--- src/rtl/cache_miss_sequencer.sv ---
// Per-set miss/allocate sequencer: victim pick, dirty writeback, line fill, allocate pulse; min miss latency 4 cycles to req_ready.
// Accepts one lookup in IDLE only and holds wb/fill requests until acknowledged; EVICT_TIMEOUT_EN adds a round-robin fallback victim.
module cache_miss_sequencer #(
  parameter int NUM_WAYS       = 4,
  parameter int ADDRESS_WIDTH  = 32,
  parameter int TIMEOUT_CYCLES = 16
) (
  input  logic                     clk,
  input  logic                     reset,
  input  logic                     req_valid,
  output logic                     req_ready,
  input  logic                     req_hit,
  input  logic [NUM_WAYS-1:0]      req_hit_way,
  input  logic [ADDRESS_WIDTH-1:0] req_addr,
  input  logic [NUM_WAYS-1:0]      valid_mask,
  input  logic [NUM_WAYS-1:0]      dirty_mask,
  output logic [NUM_WAYS-1:0]      hitWay,
  output logic [NUM_WAYS-1:0]      allocateWay,
  input  logic [NUM_WAYS-1:0]      evictionTarget,
  input  logic                     evictionReady,
  output logic                     wb_valid,
  input  logic                     wb_ready,
  output logic [NUM_WAYS-1:0]      wb_way,
  output logic                     fill_valid,
  input  logic                     fill_ready,
  output logic [ADDRESS_WIDTH-1:0] fill_addr,
  input  logic                     fill_done,
  output logic                     done,
  output logic                     protocol_err
);

  typedef enum logic [2:0] {
    IDLE, EVICT_WAIT, WRITEBACK, FILL_REQ, FILL_WAIT, ALLOCATE
  } state_t;

  localparam logic [NUM_WAYS-1:0] WAY0 = {{(NUM_WAYS-1){1'b0}}, 1'b1};

  state_t                     state;
  logic [ADDRESS_WIDTH-1:0]   addrLat;
  logic [NUM_WAYS-1:0]        dirtyLat;
  logic [NUM_WAYS-1:0]        victim;
  logic                       evictTake;
  logic                       evictBad;
  logic [NUM_WAYS-1:0]        evictPick;
  logic [NUM_WAYS-1:0]        invalidMask;

  // Lowest set bit as one-hot; an empty vector falls back to way 0.
  function automatic logic [NUM_WAYS-1:0] lowestOne(input logic [NUM_WAYS-1:0] v);
    logic [NUM_WAYS-1:0] r;
    r = v & (~v + WAY0);
    return (v == '0) ? WAY0 : r;
  endfunction

  function automatic logic isOneHot(input logic [NUM_WAYS-1:0] v);
    return (v != '0) && ((v & (v - WAY0)) == '0);
  endfunction

  assign invalidMask = ~valid_mask;
  assign req_ready   = (state == IDLE) && !reset;

`ifdef EVICT_TIMEOUT_EN
  localparam int CNT_W = $clog2(TIMEOUT_CYCLES + 1);
  localparam int RR_W  = (NUM_WAYS > 1) ? $clog2(NUM_WAYS) : 1;

  logic [CNT_W-1:0]    timeoutCnt;
  logic [RR_W-1:0]     rrIdx;
  logic [NUM_WAYS-1:0] rrWay;
  logic                timeoutFire;

  assign rrWay       = WAY0 << rrIdx;
  assign timeoutFire = (state == EVICT_WAIT) && !evictionReady &&
                       (timeoutCnt == CNT_W'(TIMEOUT_CYCLES));

  always_ff @(posedge clk or posedge reset) begin
    if (reset) begin
      timeoutCnt <= '0;
      rrIdx      <= '0;
    end else begin
      if (state == EVICT_WAIT && !evictTake) timeoutCnt <= timeoutCnt + CNT_W'(1);
      else                                   timeoutCnt <= '0;
      if (timeoutFire) begin
        if (rrIdx == RR_W'(NUM_WAYS - 1)) rrIdx <= '0;
        else                              rrIdx <= rrIdx + RR_W'(1);
      end
    end
  end
`endif

  always_comb begin
    evictTake = 1'b0;
    evictBad  = 1'b0;
    evictPick = lowestOne(evictionTarget);
    if (state == EVICT_WAIT) begin
      if (evictionReady) begin
        evictTake = 1'b1;
        evictBad  = !isOneHot(evictionTarget);
      end
`ifdef EVICT_TIMEOUT_EN
      else if (timeoutFire) begin
        evictTake = 1'b1;
        evictPick = rrWay;
      end
`endif
    end
  end

  always_ff @(posedge clk or posedge reset) begin
    if (reset) begin
      state        <= IDLE;
      addrLat      <= '0;
      dirtyLat     <= '0;
      victim       <= '0;
      hitWay       <= '0;
      allocateWay  <= '0;
      done         <= 1'b0;
      wb_valid     <= 1'b0;
      wb_way       <= '0;
      fill_valid   <= 1'b0;
      fill_addr    <= '0;
      protocol_err <= 1'b0;
    end else begin
      hitWay      <= '0;
      allocateWay <= '0;
      done        <= 1'b0;
      case (state)
        IDLE: begin
          if (req_valid) begin
            if (req_hit) begin
              hitWay <= req_hit_way;
            end else begin
              addrLat  <= req_addr;
              dirtyLat <= dirty_mask;
              // An invalid way never needs writeback or a policy decision.
              if (invalidMask != '0) begin
                victim     <= lowestOne(invalidMask);
                fill_valid <= 1'b1;
                fill_addr  <= req_addr;
                state      <= FILL_REQ;
              end else begin
                state <= EVICT_WAIT;
              end
            end
          end
        end
        EVICT_WAIT: begin
          if (evictTake) begin
            victim <= evictPick;
            if (evictBad) protocol_err <= 1'b1;
            if ((evictPick & dirtyLat) != '0) begin
              wb_valid <= 1'b1;
              wb_way   <= evictPick;
              state    <= WRITEBACK;
            end else begin
              fill_valid <= 1'b1;
              fill_addr  <= addrLat;
              state      <= FILL_REQ;
            end
          end
        end
        WRITEBACK: begin
          if (wb_ready) begin
            wb_valid   <= 1'b0;
            fill_valid <= 1'b1;
            fill_addr  <= addrLat;
            state      <= FILL_REQ;
          end
        end
        FILL_REQ: begin
          if (fill_ready) begin
            fill_valid <= 1'b0;
            state      <= FILL_WAIT;
          end
        end
        FILL_WAIT: begin
          if (fill_done) begin
            allocateWay <= victim;
            done        <= 1'b1;
            state       <= ALLOCATE;
          end
        end
        ALLOCATE: state <= IDLE;
        default:  state <= IDLE;
      endcase
    end
  end

endmodule

--- config.mk ---
export PLATFORM = sky130hd
export DESIGN_NAME = cache_miss_sequencer
export DESIGN_NICKNAME = d
export VERILOG_FILES = /design/src/rtl/cache_miss_sequencer.sv
export SDC_FILE = /design/constraint.sdc
export NUM_CORES = 1
export LEC_CHECK = 0
export ABC_AREA = 1
export CORE_UTILIZATION = 45
export DETAILED_ROUTE_END_ITERATION = 10
export PLACE_DENSITY = 0.77
export SLEW_MARGIN = 10
export SYNTH_ARGS = -nofsm -noshare
export SYNTH_HDL_FRONTEND = slang
export SYNTH_SLANG_ARGS = --single-unit
--- constraint.sdc ---
create_clock -name clk -period 2.7 [get_ports clk]
set_input_delay 0.27 -clock clk [delete_from_list [all_inputs] [get_ports clk]]
set_output_delay 0.27 -clock clk [all_outputs]
set_load 0.03 [all_outputs]
Yosys cells after proc, flatten, opt, wreduce, memory -nomap -nowiden
Index checks and enable logic that the tools add are counted.

Register bits: 91. Bits of input ports: 56. Word-level logic and storage cells: 105.

$add $sub $neg: 3. Equality and inequality tests: 13. Multiplexer cells: 46. Bitwise operators: 8. Reduce and logical (&&, ||, !) cells: 23.

Operator list (number): 32-bit 2-to-1 mux (6); 32-bit one-hot mux with 3 select lines (1); 4-bit 2-to-1 mux (11); 3-bit 2-to-1 mux (6); 1-bit 2-to-1 mux (17); 4-bit AND (4); 4-bit nonzero test (4); 3-bit one-hot mux with 5 select lines (1); 2-bit inequality test (second input constant) (7); 4-bit logical NOT (3); 4-bit inverter (3); 3-bit AND reduction (3); 4-bit by 1-bit adder with 4-bit output (second input constant) (2); 4-bit one-hot mux with 2 select lines (1); 8-bit AND reduction (1); 7-bit AND reduction (1); 3-bit by 2-bit equality test with 1-bit output (second input constant) (2); 6-bit AND reduction (1); 5-bit AND reduction (1); 2-bit by 1-bit inequality test with 1-bit output (second input constant) (2); 1-bit one-hot mux with 4 select lines (1); 4-bit AND reduction (1); 2-bit nonzero test (2); 4-bit by 1-bit subtractor with 4-bit output (second input constant) (1); 9 further kinds (11).

Logic depth before layout (Yosys ltp)
Gate-level depths: netlist (run 1).

Word-level depth: 9. Mapped depth: 11. Gate-level depth less buffers: 10.

Worst setup path before layout (run 1)
No wires, ideal clock.

Path kind: register to output. From: reg state[0]. To: out req_ready. Arrival time: 1.227 ns. Required time: 2.430 ns. Path slack: 1.203 ns. Stages on the path, launching flop included: 4. Buffers on the path: 0. Cell sequence: dfrtp_1 -> inv_2 -> nand2_2 -> nor3_1.

Longest elaborated chain between the ends: 2.

RTL lines: start: declaration (RTL line 38) `state_t state;`; start signal: assignment (RTL line 109) `state <= IDLE;`; start signal: assignment (RTL line 138) `state <= FILL_REQ;`; start signal: assignment (RTL line 140) `state <= EVICT_WAIT;`; 3-bit logical NOT (RTL line 59) `assign req_ready = (state == IDLE) && !reset;`; 1-bit logical AND (RTL line 59); end: declaration (RTL line 11) `output logic req_ready,`.

No other way between the ends.

Worst setup path after layout (run 1)
From: reg state[1]. To: out req_ready.

The elaborated chain is that of the path after synthesis.

==> results of run 1 <==
-- cell usage in the layout (no fill, tap or decap), drive strengths merged --
cell,instances
a21boi,1
clkdlybuf4s50,104
nand3b,2
clkinv,2
nor2,24
nor3,3
nand4,33
o2111ai,1
mux2,4
o21ai,84
a21o,1
a2bb2oi,1
clkbuf,11
nand3,10
nand2,167
buf,7
dfrtp,91
inv,60
bufinv,3
-- registers in the layout, summed over array words and instances, names as in the netlist --
signal / cells
addrLat: 32
fill_addr: 32
allocateWay: 4
dirtyLat: 4
hitWay: 4
victim: 4
wb_way: 4
state: 3
done: 1
fill_valid: 1
protocol_err: 1
wb_valid: 1
-- cell type report --
type / count / area [um^2] / area share [%]
flip-flops and latches: 91 / 2277 / 40.83
multi-input cells: 331 / 1577 / 28.27
repair buffers: 111 / 1119 / 20.06
inverters: 60 / 227.7 / 4.083
clock buffers: 11 / 141.4 / 2.535
well taps: 108 / 135.1 / 2.423
clock inverters: 5 / 100.1 / 1.795
-- metal layers --
metal | track usage, % | vias to the layer above | share of wire [%]
met3 | 3.121 | 18 | 4.5
met1 | 27.68 | 1696 | 45
met2 | 35.18 | 114 | 49
li1 | - | 1824 | -
met4 | 8.381 | 0 | 2.1
met5 | 0 | - | 0
-- per-stage QoR --
stage	instances	setup WS (ns)
floorplan	507	0.06639
global placement	701	0.4303
detailed placement	701	0.3166
CTS	717	0.5973
global route	717	0.4538
finish	717	0.5864
-- worst paths after layout --
kind / from / slack, ns / to / cells after the start
worst max-delay path: state[1] / 0.59 / req_ready / 4
worst min-delay path: reset / 0.23 / victim[1] / 2
worst max register to register: state[2] / 0.69 / fill_addr[3] / 7
worst min register to register: fill_valid / 0.48 / fill_valid / 2
max in group asynchronous: reset / 1.82 / fill_valid / 3
min in group clk: req_hit_way[1] / 0.44 / hitWay[1] / 3
-- worst max-delay path: cells and delay by family, from the launching register on --
kind,cells,cell delay [ns]
DFF,1,0.46
buffers and inverters,2,0.79
and+or+nand+nor,2,0.25
-- power by group --
group / internal [mW] / switching, mW
clock: 0.638 / 0.471
sequential: 1.95 / 0.343
combinational: 1.24 / 2.05
-- kinds of logic (layout without fill, tap and decap cells) --
| kind of cell | Yosys count | after routing | share of synthesized area [%] |
|---|---|---|---|
| flops | 91 | 91 | 53.97 |
| mux | 4 | 4 | 1.068 |
| buf+inv | 85 | 187 | 8.719 |
| simple gates | 239 | 239 | 25.41 |
| compound gates | 88 | 88 | 10.82 |
==> summary.md, run 1 <==
| Metric | Value |
|---|---|
| Outcome | completed |
| Fillcell total | 729 |
| Row cnt | 34 |
| Worst setup path category | register to primary output |
| Crit path cell chain | inv_2 -> nand2_2 -> nor3_1 -> clkdlybuf4s50_1 |
| Sequential area share after synthesis | 53.97% |
| Arrival time worst endpoint | ~1.8 ns |
| Worst setup SP type | register |
| Synth cell types | 24 |
| Placer Congestion | roughly 0.84 |
| Vias | ~3700 |
| Final setup fails | 0 |
| Worst rel slew slack | 63.44% |
| Post-CTS Setup Repair Bufs | 0 |
| Port Buffer Count | approximately 100 |
| Remaining DRCs | 0 |
| Yosys warning count | 0 |
| Pin count of the biggest net entering global routing | 75 |
| Post-synth top cells | 162 x nand2_1, 91 x dfrtp_1, 84 x o21ai_0 |
| Net Count, Synth | 563 |
| Max incr delay on CP | 0.70 ns |
| Crit path max fanout | 6 |
| Most common cell in the synthesized netlist | nand2_1 |
| DR iter-0 viols | approximately 180 |
| Clk pin slew, worst setup/hold paths | ~0.090 ns |
| LEAKAGE | around 2.7 nW |
| Mean Syn Cell Area | around 8.3 um^2 |
| Final Cycle Share | slightly below 80% |
| Post-synth top area share | between 50 and 60% |
| Power Total | about 6.7 mW |
| Hold WS | between 0.2 and 0.25 ns |
| Vias in the first global route | between 3000 and 4000 |
| Post-Syn Area | about 4200 um^2 |
| Ant diodes | 0 |
| Placement Cell Area | 5335 um^2 |
| Hold_buf cts | 0 |
| Hold Crit Class | input pin to async pin |
| Ys async rst share | 100.0% |
| Tightest Pin Transition | 0.5464 ns |
| Maximum VDD drop | around 0.00052 V |
| Wire per inst | 13.59 um |
| Post-route minimum period | 2.114 ns |
| Layout Nets | 660 |
| 1st-pass router iterations | 5 |
| Post-DRT Antenna Nets | 0 |
| Die Wd | 98.83 um |
| Final WL | slightly below 10000 um |
| Worst Path Required | between 2 and 2.5 ns |
| Vias per std cell | a little over 5 |
| Initial antenna violation count | 0 |
| Max Clock Freq | roughly 470 MHz |
| Register bit total from synthesis | 91 |
| Setup TNS Final | 0 ns |
| Post-Syn Instances | approximately 500 |
| Top cell type by total area after synthesis | dfrtp_1 |
| Critical path's slowest cell | clkdlybuf4s50_1 |
| CTS Sinks | between 90 and 100 |
| Top-level I/O count | roughly 110 |
| Commonest register cell after synthesis | dfrtp_1 |
| Share of layout cells above drive strength 1 | approximately 6.7% |
| Root Buffer Master | clkbuf_8 |
| Die Area | between 9000 and 10000 um^2 |
| Max Clock Skew | between 0.01 and 0.015 ns |
| Dpl hpwl | roughly 6800 um |
| Initial cell density of the core | between 40% and 50% |
| H-Tree Depth | 3 |
| PD cells | approximately 1200 nW/um^2 |
| Main area contributors after synthesis | dfrtp_1 54%, nand2_1 14%, o21ai_0 10% |
| Worst-Skew Late Latency | roughly 0.35 ns |
| CTS tree | yes |
| Final Util | a little over three fifths |
| Die Height | between 90 and 100 um |
| Max Cap Viol | 0 |
| First-pass GRT wire length | between 15000 and 20000 um |
| Core box area | approximately 8900 um^2 |
| Critical path endpoint category | primary output |
| Fin. max-slew vios | 0 |
| Final Cell Area | ~5600 um^2 |
| Num CTS Buffers | 9 |
| Clk buf depth | 2 |
| PostCTS Resize Cnt | 0 |
| Hold Fails Final Rpt | 0 |
| Global Route Usage Sum | 21.05% |
| Synth-to-Final Area Change | 32.18% |
| Number of flops mapped to enable cells by yosys | 0 |
| Unrepaired setup endpoints after global routing | false |
| Remaining Overflow, GRT | 0 |
(Power assumes the default switching activity.)
==> inputs of run 2 (changes only) <==
clock period = 1.9 ns   (was 2.7 ns; I/O delays follow)
==> summary.md, run 2 (synthesis results as in run 1) <==
| Metric | Value |
|---|---|
| Layout Nets | 669 (+1.4%) |
| Remaining Overflow, GRT | 0 (unchanged) |
| Tightest Pin Transition | 0.5242 ns (-0.02226 ns) |
| DR iter-0 viols | 182 (+2.2%) |
| LEAKAGE | 2.774 nW (+1.4%) |
| Combinational cell fraction of total power | 50.7% (+1.5 points) |
| First-pass GRT wire length | 16470 um (+0.17%) |
| Biggest regs | addrLat: 32 flops, fill_addr: 32 flops |
| Core box area | 8891 um^2 (unchanged) |
| Global Route Usage Sum | 21.21% (+0.16 points) |
| Max Cap Viol | 0 (unchanged) |
| Sequential power share | 34.0% (-0.3 points) |
| Most frequent cells in the layout | 161 x nand2_1, 103 x clkdlybuf4s50_1, 91 x dfrtp_1, 84 x o21ai_0, 57 x inv_1 |
| R2R cell count | 7 (unchanged) |
| Fin. max-slew vios | 0 (unchanged) |
| Maximum VDD drop | 0.0006783 V (+30%) |
| Internal power | 5.498 mW (+44%) |
| Pre-CTS WS | -0.009686 ns (-0.3263 ns) |
| Top-level I/O count | 105 (unchanged) |
| Die Height | 98.83 um (unchanged) |
| H-Tree Depth | 3 (unchanged) |
| Vias per std cell | 5.083 (-0.21%) |
| Unrepaired setup endpoints after global routing | false |
| PD cells | 1692 nW/um^2 (+41%) |
| Hold Fails Final Rpt | 0 (unchanged) |
| Die Wd | 98.83 um (unchanged) |
| Vias in the first global route | 3601 (+1.4%) |
| Critical R2R Capture | wb_way[1] |
| Sw Pwr | 4.049 mW (+41%) |
| Max Clock Skew | 0.005468 ns (-0.005195 ns) |
| Post-DRT Antenna Nets | 0 (unchanged) |
| Share of layout cells above drive strength 1 | 8.091% (+1.4 points) |
| Setup ws final | 0.1585 ns (-0.4280 ns) |
| Worst r2r src | state[2] |
| Post-route minimum period | roughly 1.7 ns |
| Ant diodes | 0 (unchanged) |
| Worst setup SP type | register |
| Hold WS | 0.3487 ns (+0.1211 ns) |
| Clk buf depth | 2 (unchanged) |
| Critical path endpoint category | primary output |
| Port Buffer Count | 104 (unchanged) |
| Crit path max fanout | 6 (unchanged) |
| Worst setup path category | register to primary output |
| Worst Hold Path Cells | 3 |
| Vias | 3690 (+1.0%) |
| Worst Path Required | 1.71 ns (-0.72 ns) |
| R2R setup slack | 0.20 ns (-0.49 ns) |
| Pin count of the biggest net entering global routing | 43 (-43%) |
| Root Buffer Master | clkbuf_8 |
| Arrival time worst endpoint | 1.55 ns (-0.29 ns) |
| Die Area | 9766 um^2 (unchanged) |
| Most common cell after layout, fill and taps aside | nand2_1 |
| 1st-pass router iterations | 5 (unchanged) |
| Setup crit end | req_ready |
| Outcome | completed |
| Worst-Skew Late Latency | 0.35 ns (about the same) |
| Num CTS Buffers | 9 (unchanged) |
| Placer Congestion | 0.8196 (-2.6%) |
| Hold Crit Class | input pin to register |
| Final Cycle Share | 91.66% |
| Worst Setup SP | state[1] |
| Post-CTS Setup Repair Bufs | 0 (unchanged) |
| Synth-to-Final Area Change | 33.75% |
| CTS tree | yes |
| HP Start | req_hit_way[1] |
| Worst rel slew slack | 65.06% (+1.6 points) |
| Initial antenna violation count | 0 (unchanged) |
| Clk pin slew, worst setup/hold paths | 0.08 ns (about the same) |
| Final WL | 9668 um (-0.79%) |
| Clock power frac | 15.4% (-1.2 points) |
| Max Clock Freq | between 500 and 600 MHz |
| Dpl hpwl | 6995 um (+3.5%) |
| Remaining DRCs | 0 (unchanged) |
| CTS Sinks | 91 (unchanged) |
| Final setup fails | 0 (unchanged) |
| Wire per inst | 13.32 um (-2.0%) |
| Initial cell density of the core | 47.45% (unchanged) |
| Sw Share | 42.41% (-0.40 points) |
| Row cnt | 34 (unchanged) |
-- run 2: cell types whose count changed in the layout (fill, tap and decap cells not counted) --
cell             change
bufinv_16            -1
clkinvlp_4           +2
buf_4                +8
clkdlybuf4s50_1      -1
clkbuf_8             +1
clkinv_2             -1
buf_12               +1
dlygate4sd2_1        +1
inv_4                -1
-- run 2: critical path: stages (launching register included) --
cell	delay (ns)
dfrtp_1	0.45
inv_2	0.09
nand2_2	0.09
nor3_1	0.14
dlygate4sd2_1	0.43
-- run 2: how the worst min path moves through the flow --
stage | end | slack, ns
2_1_floorplan | hitWay[0] | 0.30
3_3_place_gp | fill_addr[24] | 0.46
3_5_place_dp | fill_addr[24] | 0.46
4_1_cts | hitWay[1] | 0.34
5_1_grt | hitWay[3] | 0.35
6_report | hitWay[1] | 0.35
-- run 2: timing repair --
item / in CTS / in global routing
hold buffers: 0 / 0
endpoints found under the setup margin: 1 / 0
resized for setup: 1 / 0
-- run 2: cell type report --
class | count | area, um^2
Clock buffer | 12 | 155.1
Clock inverter | 4 | 72.57
Fill cell | 748 | 3248
Inverter | 60 | 229.0
Multi-Input combinational cell | 331 | 1577
Sequential cell | 91 | 2277
Tap cell | 108 | 135.1
Timing Repair Buffer | 120 | 1197
-- run 2: through the flow --
step | setup TNS [ns] | area [um^2] | instances | total power [mW] | util [%]
after floorplan | 0 | 4223 | 507 | 6.526 | -
after global placement | 0 | 5416 | 710 | 7.991 | 60.92
after detailed placement | -0.009686 | 5416 | 710 | 8.149 | 60.92
after CTS | 0 | 5643 | 726 | 9.623 | 63.47
after global routing | 0 | 5643 | 726 | 10.31 | 63.47
final | 0 | 5643 | 726 | 9.547 | 63.47
-- run 2: power groups by stage --
stage	sequential (mW)	clock, mW	combinational (mW)
floorplan	3.91	0	2.61
global placement	3.25	0	4.74
detailed placement	3.28	0	4.87
CTS	3.24	1.50	4.87
global route	3.34	1.59	5.38
finish	3.24	1.47	4.84
-- run 2: layer usage --
metal / vias up / routed length (um) / global-route usage [%]
li1: 1844 / - / -
met4: 0 / 145 / 6.315
met2: 112 / 4880 / 37.01
met1: 1720 / 4121 / 26.27
met5: - / 0 / 0
met3: 14 / 520 / 4.823
